## config.mk

```make
export PLATFORM = sky130hd
export DESIGN_NAME = uart_rx_byte
export DESIGN_NICKNAME = d
export VERILOG_FILES = /design/src/rtl/uart_pkg.sv /design/src/rtl/uart_baud_tick.sv /design/src/rtl/uart_rx_byte.sv
export SDC_FILE = /design/constraint.sdc
export NUM_CORES = 1
export LEC_CHECK = 0
export ABC_AREA = 1
export BUFFER_PORTS_ARGS = -buffer_cell sky130_fd_sc_hd__buf_2
export CORE_ASPECT_RATIO = 0.5
export CORE_MARGIN = 2
export CORE_UTILIZATION = 28
export DETAILED_ROUTE_END_ITERATION = 8
export PLACE_DENSITY_LB_ADDON = 0.2
export SKIP_LAST_GASP = 1
export SYNTH_ARGS = -nofsm -noshare
export SYNTH_HDL_FRONTEND = slang
export SYNTH_SLANG_ARGS = --single-unit
```

## constraint.sdc

```tcl
create_clock -name sysclk -period 1.6 [get_ports sysclk]
set_input_delay 0.24 -clock sysclk [delete_from_list [all_inputs] [get_ports sysclk]]
set_output_delay 0.24 -clock sysclk [all_outputs]
set_load 0.1 [all_outputs]
```

## src/rtl/uart_pkg.sv

```systemverilog
`default_nettype none
// ============================================================================
//  Module   : uart_pkg
//  Purpose  : Shared types, constants and helpers for the UART byte blocks.
//  Revision : 1.0  initial release
// ============================================================================
package uart_pkg;

    // Receiver framing states
    typedef enum logic [1:0] {
        IDLE  = 2'd0,
        START = 2'd1,
        DATA  = 2'd2,
        STOP  = 2'd3
    } rx_state_t;

    // Payload bits per character (8N1 framing)
    localparam int DATA_BITS = 8;

    // Rounded sysclk cycles per oversample tick
    function automatic int baud_div(input int clk_hz, input int baud, input int oversample);
        int ticks_per_s;
        ticks_per_s = baud * oversample;
        return (clk_hz + (ticks_per_s / 2)) / ticks_per_s;
    endfunction

endpackage : uart_pkg
`default_nettype wire

```

## src/rtl/uart_baud_tick.sv

```systemverilog
`default_nettype none
// ============================================================================
//  Module   : uart_baud_tick
//  Purpose  : Free-running oversample tick generator; a restart realigns the
//             tick phase to the caller's event (e.g. a detected start edge).
//  Revision : 1.0  initial release
// ============================================================================
module uart_baud_tick
    import uart_pkg::*;
#(
    parameter int CLK_HZ     = 100_000_000,
    parameter int BAUD       = 9600,
    parameter int OVERSAMPLE = 16
) (
    input  logic sysclk,
    input  logic reset,
    input  logic restart,
    output logic tick
);

    localparam int DIV   = baud_div(CLK_HZ, BAUD, OVERSAMPLE);
    localparam int CNT_W = (DIV > 1) ? $clog2(DIV) : 1;
    localparam logic [CNT_W-1:0] C_CNT_LAST = CNT_W'(DIV - 1);

    logic [CNT_W-1:0] div_cnt_q;
    logic [CNT_W-1:0] div_cnt_d;

    // Next count: restart forces phase zero, otherwise wrap at DIV-1
    always_comb begin
        div_cnt_d = div_cnt_q + 1'b1;
        if (restart || (div_cnt_q == C_CNT_LAST)) begin
            div_cnt_d = '0;
        end
    end

    // Divider counter register
    always_ff @(posedge sysclk or posedge reset) begin
        if (reset) begin
            div_cnt_q <= '0;
        end else begin
            div_cnt_q <= div_cnt_d;
        end
    end

    assign tick = (div_cnt_q == C_CNT_LAST);

endmodule : uart_baud_tick
`default_nettype wire

```

## src/rtl/uart_rx_byte.sv

```systemverilog
`default_nettype none
// ============================================================================
//  Module   : uart_rx_byte
//  Purpose  : 8N1 UART receiver with 16x oversampling, input synchroniser and
//             a one-deep holding buffer acknowledged by the core.
//  Revision : 1.0  initial release
// ============================================================================
module uart_rx_byte
    import uart_pkg::*;
#(
    parameter int CLK_HZ     = 100_000_000,
    parameter int BAUD       = 9600,
    parameter int OVERSAMPLE = 16
) (
    input  logic                 sysclk,
    input  logic                 reset,
    input  logic                 UART_RX,
    output logic [DATA_BITS-1:0] UART_RXD,
    output logic                 RX_EFF,
    input  logic                 RX_READ,
    output logic                 RX_OVERRUN,
    output logic                 RX_FRAME_ERR
);

    localparam int SCNT_W = $clog2(OVERSAMPLE);
    localparam logic [SCNT_W-1:0] C_SAMPLE_MID  = SCNT_W'(OVERSAMPLE / 2 - 1);
    localparam logic [SCNT_W-1:0] C_SAMPLE_LAST = SCNT_W'(OVERSAMPLE - 1);
    localparam logic [2:0]        C_BIT_LAST    = 3'(DATA_BITS - 1);

    // Synchroniser
    logic sync1_q;
    logic sync2_q;
    logic rx_s;

    // Framing FSM
    rx_state_t            state_q,      state_d;
    logic [SCNT_W-1:0]    sample_cnt_q, sample_cnt_d;
    logic [2:0]           bit_cnt_q,    bit_cnt_d;
    logic [DATA_BITS-1:0] shreg_q,      shreg_d;
    logic                 tick;
    logic                 restart;
    logic                 byte_done;
    logic                 frame_bad;

    // Holding buffer
    logic [DATA_BITS-1:0] rxd_q;
    logic                 eff_q;
    logic                 ovr_q;
    logic                 ferr_q;

    uart_baud_tick #(
        .CLK_HZ     (CLK_HZ),
        .BAUD       (BAUD),
        .OVERSAMPLE (OVERSAMPLE)
    ) u_baud_tick (
        .sysclk  (sysclk),
        .reset   (reset),
        .restart (restart),
        .tick    (tick)
    );

    // Two-flop synchroniser; idles high so reset does not look like a start bit
    always_ff @(posedge sysclk or posedge reset) begin
        if (reset) begin
            sync1_q <= 1'b1;
            sync2_q <= 1'b1;
        end else begin
            sync1_q <= UART_RX;
            sync2_q <= sync1_q;
        end
    end

    assign rx_s = sync2_q;

    // Next-state logic: mid-bit sampling of start, data and stop bits
    always_comb begin
        state_d      = state_q;
        sample_cnt_d = sample_cnt_q;
        bit_cnt_d    = bit_cnt_q;
        shreg_d      = shreg_q;
        restart      = 1'b0;
        byte_done    = 1'b0;
        frame_bad    = 1'b0;

        case (state_q)
            IDLE: begin
                if (!rx_s) begin
                    state_d      = START;
                    sample_cnt_d = '0;
                    restart      = 1'b1;
                end
            end
            START: begin
                if (tick) begin
                    if (sample_cnt_q == C_SAMPLE_MID) begin
                        if (rx_s) begin
                            // Line went back high before mid-start: glitch
                            state_d = IDLE;
                        end else begin
                            state_d      = DATA;
                            sample_cnt_d = '0;
                            bit_cnt_d    = '0;
                        end
                    end else begin
                        sample_cnt_d = sample_cnt_q + 1'b1;
                    end
                end
            end
            DATA: begin
                if (tick) begin
                    if (sample_cnt_q == C_SAMPLE_LAST) begin
                        sample_cnt_d = '0;
                        shreg_d      = {rx_s, shreg_q[DATA_BITS-1:1]};
                        if (bit_cnt_q == C_BIT_LAST) begin
                            state_d = STOP;
                        end else begin
                            bit_cnt_d = bit_cnt_q + 3'd1;
                        end
                    end else begin
                        sample_cnt_d = sample_cnt_q + 1'b1;
                    end
                end
            end
            STOP: begin
                if (tick) begin
                    if (sample_cnt_q == C_SAMPLE_LAST) begin
                        // Return to IDLE at mid-stop so back-to-back starts are caught
                        sample_cnt_d = '0;
                        state_d      = IDLE;
                        if (rx_s) begin
                            byte_done = 1'b1;
                        end else begin
                            frame_bad = 1'b1;
                        end
                    end else begin
                        sample_cnt_d = sample_cnt_q + 1'b1;
                    end
                end
            end
            default: begin
                state_d = IDLE;
            end
        endcase
    end

    // FSM, counters and shift register
    always_ff @(posedge sysclk or posedge reset) begin
        if (reset) begin
            state_q      <= IDLE;
            sample_cnt_q <= '0;
            bit_cnt_q    <= '0;
            shreg_q      <= '0;
        end else begin
            state_q      <= state_d;
            sample_cnt_q <= sample_cnt_d;
            bit_cnt_q    <= bit_cnt_d;
            shreg_q      <= shreg_d;
        end
    end

    // Holding buffer: a new byte and an acknowledge may coincide in one cycle
    always_ff @(posedge sysclk or posedge reset) begin
        if (reset) begin
            rxd_q  <= '0;
            eff_q  <= 1'b0;
            ovr_q  <= 1'b0;
            ferr_q <= 1'b0;
        end else begin
            ferr_q <= frame_bad;
            if (byte_done) begin
                rxd_q <= shreg_q;
                eff_q <= 1'b1;
                if (RX_READ) begin
                    ovr_q <= 1'b0;
                end else if (eff_q) begin
                    ovr_q <= 1'b1;
                end
            end else if (RX_READ) begin
                eff_q <= 1'b0;
                ovr_q <= 1'b0;
            end
        end
    end

    assign UART_RXD     = rxd_q;
    assign RX_EFF       = eff_q;
    assign RX_OVERRUN   = ovr_q;
    assign RX_FRAME_ERR = ferr_q;

endmodule : uart_rx_byte
`default_nettype wire

```

==> flow_metrics.tcl <==
set metrics [dict create \
    outcome "finished clean" \
    core_sq_um 6750 \
    grt_pass1_vias 1484 \
    root_buffer "clkbuf_16" \
    avgSynthCellArea_sq_um 8.60 \
    max-slew-margin-rel_pct 65.8 \
    hold_depth 1 \
    worstSetupStartpointType "flip-flop" \
    antennaDiodeCount 0 \
    start_util_pct 29.3 \
    seq_area_frac_synth_pct 50.8 \
    final_cell_mix "nand2_1, dfrtp_1, nand3_1, inv_1, buf_2" \
    slew_viol_final 0 \
    grt_pass1_wl_um 6800 \
    die_h_um 63.4 \
    cts_hold_buf 0 \
    avgViaCountPerCell 4.44 \
    cts.sinks 40 \
    layout_commonest_cell "nand2_1" \
    pwr-share-seq_pct 47.0 \
    cts_buffer_depth 2 \
    p_sw_w 0.000415 \
    vias 1566 \
    antenna_found_initial 0 \
    power_frac_comb_pct 1.4 \
    yosysWarnings 0 \
    io_buffers 14 \
    synth_cells 230 \
    final_util_pct 36.4 \
    fmax_ghz 0.654 \
    stdcell_count 353 \
    synth_cell_types 28 \
    cts_tree "done" \
    power.density_nw_per_um2 882 \
    end_kind "flip-flop" \
    place_congestion 0.728 \
    p_clk_share_pct 51.6 \
    drc 0 \
    p_leak_nw 1.28 \
    tns_ns 0 \
    place_ws_ns 0.0384 \
    cp.required_ns 1.77 \
    grt_max_degree 41 \
    met2_wirelength_um 1810 \
    firstDrtPassIters 4 \
    setup_viol 0 \
    power.internal_w 0.00175 \
    cp_max_fo 4 \
    period_needed_ns 1.53 \
    dp.cells 339 \
    cts_made_buffers 5 \
    nets 269 \
    hold_path.class "input pin to flip-flop" \
    worstSetupPathType "flip-flop to flip-flop" \
    stdcell_area_sq_um 2460 \
    die_x_um 123 \
    grt_usage_pct 11.0 \
    syn_nets 239 \
    io_pins 15 \
    area_growth_pct 24.4 \
    dp_hpwl_um 2710 \
    drive_above_1_share_pct 23.0 \
    finalCritPeriodShare_pct 95.6 \
    totalWireLength_um 3930 \
    gr-total-overflow 0 \
    post_drt_wl_per_cell_um 11.1 \
    clk_pin_slew_ns 0.06 \
    final.setup.worst_slack_ns 0.0699 \
    fin_skew_ns 0.00442 \
    tightest_slew_ns 0.513 \
    rows 21 \
    ys_ff_latch 40 \
    clock_latency_ns 0.28 \
    die_area_sq_um 7790 \
    swShare_pct 19.1 \
    met1_length_um 1930 \
    syn_area_sq_um 1980 \
    worstPathArrival_ns 1.70 \
    routed.top_layer "met4" \
    hold_viol 0 \
    postRouteAntennaNets 0 \
    cts_max_level 2 \
    ir_drop_v 0.000398 \
    rr_worst_depth 7 \
    drt_iter0_markers 85 \
    maxCapViolCount 0 \
    place_area_sq_um 2190 \
    rsz0062_at_grt "true" \
    dr_wl_met3_um 137 \
]
==> state kept, by name, indices dropped and copies added, names as in the netlist, named ones only <==
signal / cells
u_baud_tick.div_cnt_q: 10
UART_RXD: 8
shreg_q: 8
sample_cnt_q: 4
bit_cnt_q: 3
RX_EFF: 1
RX_FRAME_ERR: 1
RX_OVERRUN: 1
rx_s: 1
state_q: 1
sync1_q: 1
==> worst paths after layout <==
kind                            slack (ns)         start                  endpoint
worst max-delay path                  0.07  bit_cnt_q[0]              bit_cnt_q[2]
worst min-delay path                  0.06       UART_RX                   sync1_q
worst max register to register        0.07  bit_cnt_q[0]              bit_cnt_q[2]
worst min register to register        0.35       sync1_q                      rx_s
max in group asynchronous             1.16         reset                      rx_s
min in group asynchronous             0.08         reset  u_baud_tick.div_cnt_q[0]
==> through the flow <==
stage          hold WS (ns)  total power (W)
2_1_floorplan         0.244          0.00106
3_3_place_gp          0.345          0.00107
3_5_place_dp          0.347          0.00107
4_1_cts              0.0488          0.00221
5_1_grt              0.0501          0.00227
6_report             0.0581          0.00217
==> metal layers <==
layer	vias up	global-route usage (%)
met5	-	0
met4	0	3.45
met3	5	3.53
met2	20	17.8
met1	744	14.0
li1	797	-
==> layout make-up <==
| type | instances | area [sq um] |
|---|---|---|
| fill | 701 | 4290 |
| clock buffer | 5 | 125 |
| tap | 92 | 115 |
| inverter | 20 | 75.1 |
| multi-input combinational | 168 | 921 |
| sequential | 40 | 1000 |
| timing repair buffer | 25 | 178 |
| clock inverter | 3 | 42.5 |
==> cell families after synthesis <==
logic type               count (synthesis)  share of synthesized area (%)
adder cells (fa/ha/maj)                  5                           3.16
AO/OA/AOI/OAI                           12                           3.80
XOR/XNOR                                 4                           1.77
flip-flops                              40                           50.8
buffers and inverters                   23                           5.19
AND/OR/NAND/NOR                        146                           35.3
==> synth_stat cells (all sizes together) <==
library cell / number / area [sq um]
a21oi: 3 / 26.3
and3: 1 / 6.26
buf: 3 / 27.5
dfrtp: 38 / 951
dfstp: 2 / 52.6
ha: 5 / 62.6
inv: 20 / 75.1
nand2: 84 / 338
nand3: 30 / 175
nand3b: 4 / 30.0
nor2: 18 / 93.8
nor3: 4 / 20.0
nor3b: 3 / 22.5
nor4: 1 / 6.26
o21ai: 9 / 48.8
or2: 1 / 6.26
xor2: 4 / 35.0
==> power groups by stage <==
stage / logic [W] / clock network, W / registers (W)
2_1_floorplan: 0.0000189 / 0 / 0.00104
3_5_place_dp: 0.0000324 / 0 / 0.00104
5_1_grt: 0.0000363 / 0.00121 / 0.00102
6_report: 0.0000301 / 0.00112 / 0.00102
4_1_cts: 0.0000326 / 0.00116 / 0.00102
3_3_place_gp: 0.0000316 / 0 / 0.00104
==> worst max-delay path, cell delays in order (launching register included) <==
cell and delay [ns]:
dfrtp_1 0.40, ha_2 0.18, ha_1 0.17, nand3b_1 0.22
a21oi_4 0.23, nand2_2 0.10, nand2_2 0.07, nand2_1 0.05
==> timing repair <==
action                                  4_1_cts  5_1_grt
endpoints found under the setup margin        0       23
setup buffers                                 0        5
hold endpoints to repair                      0        0
gates resized for setup                       0       14
No activity file was read; power rests on OpenSTA's default activity.
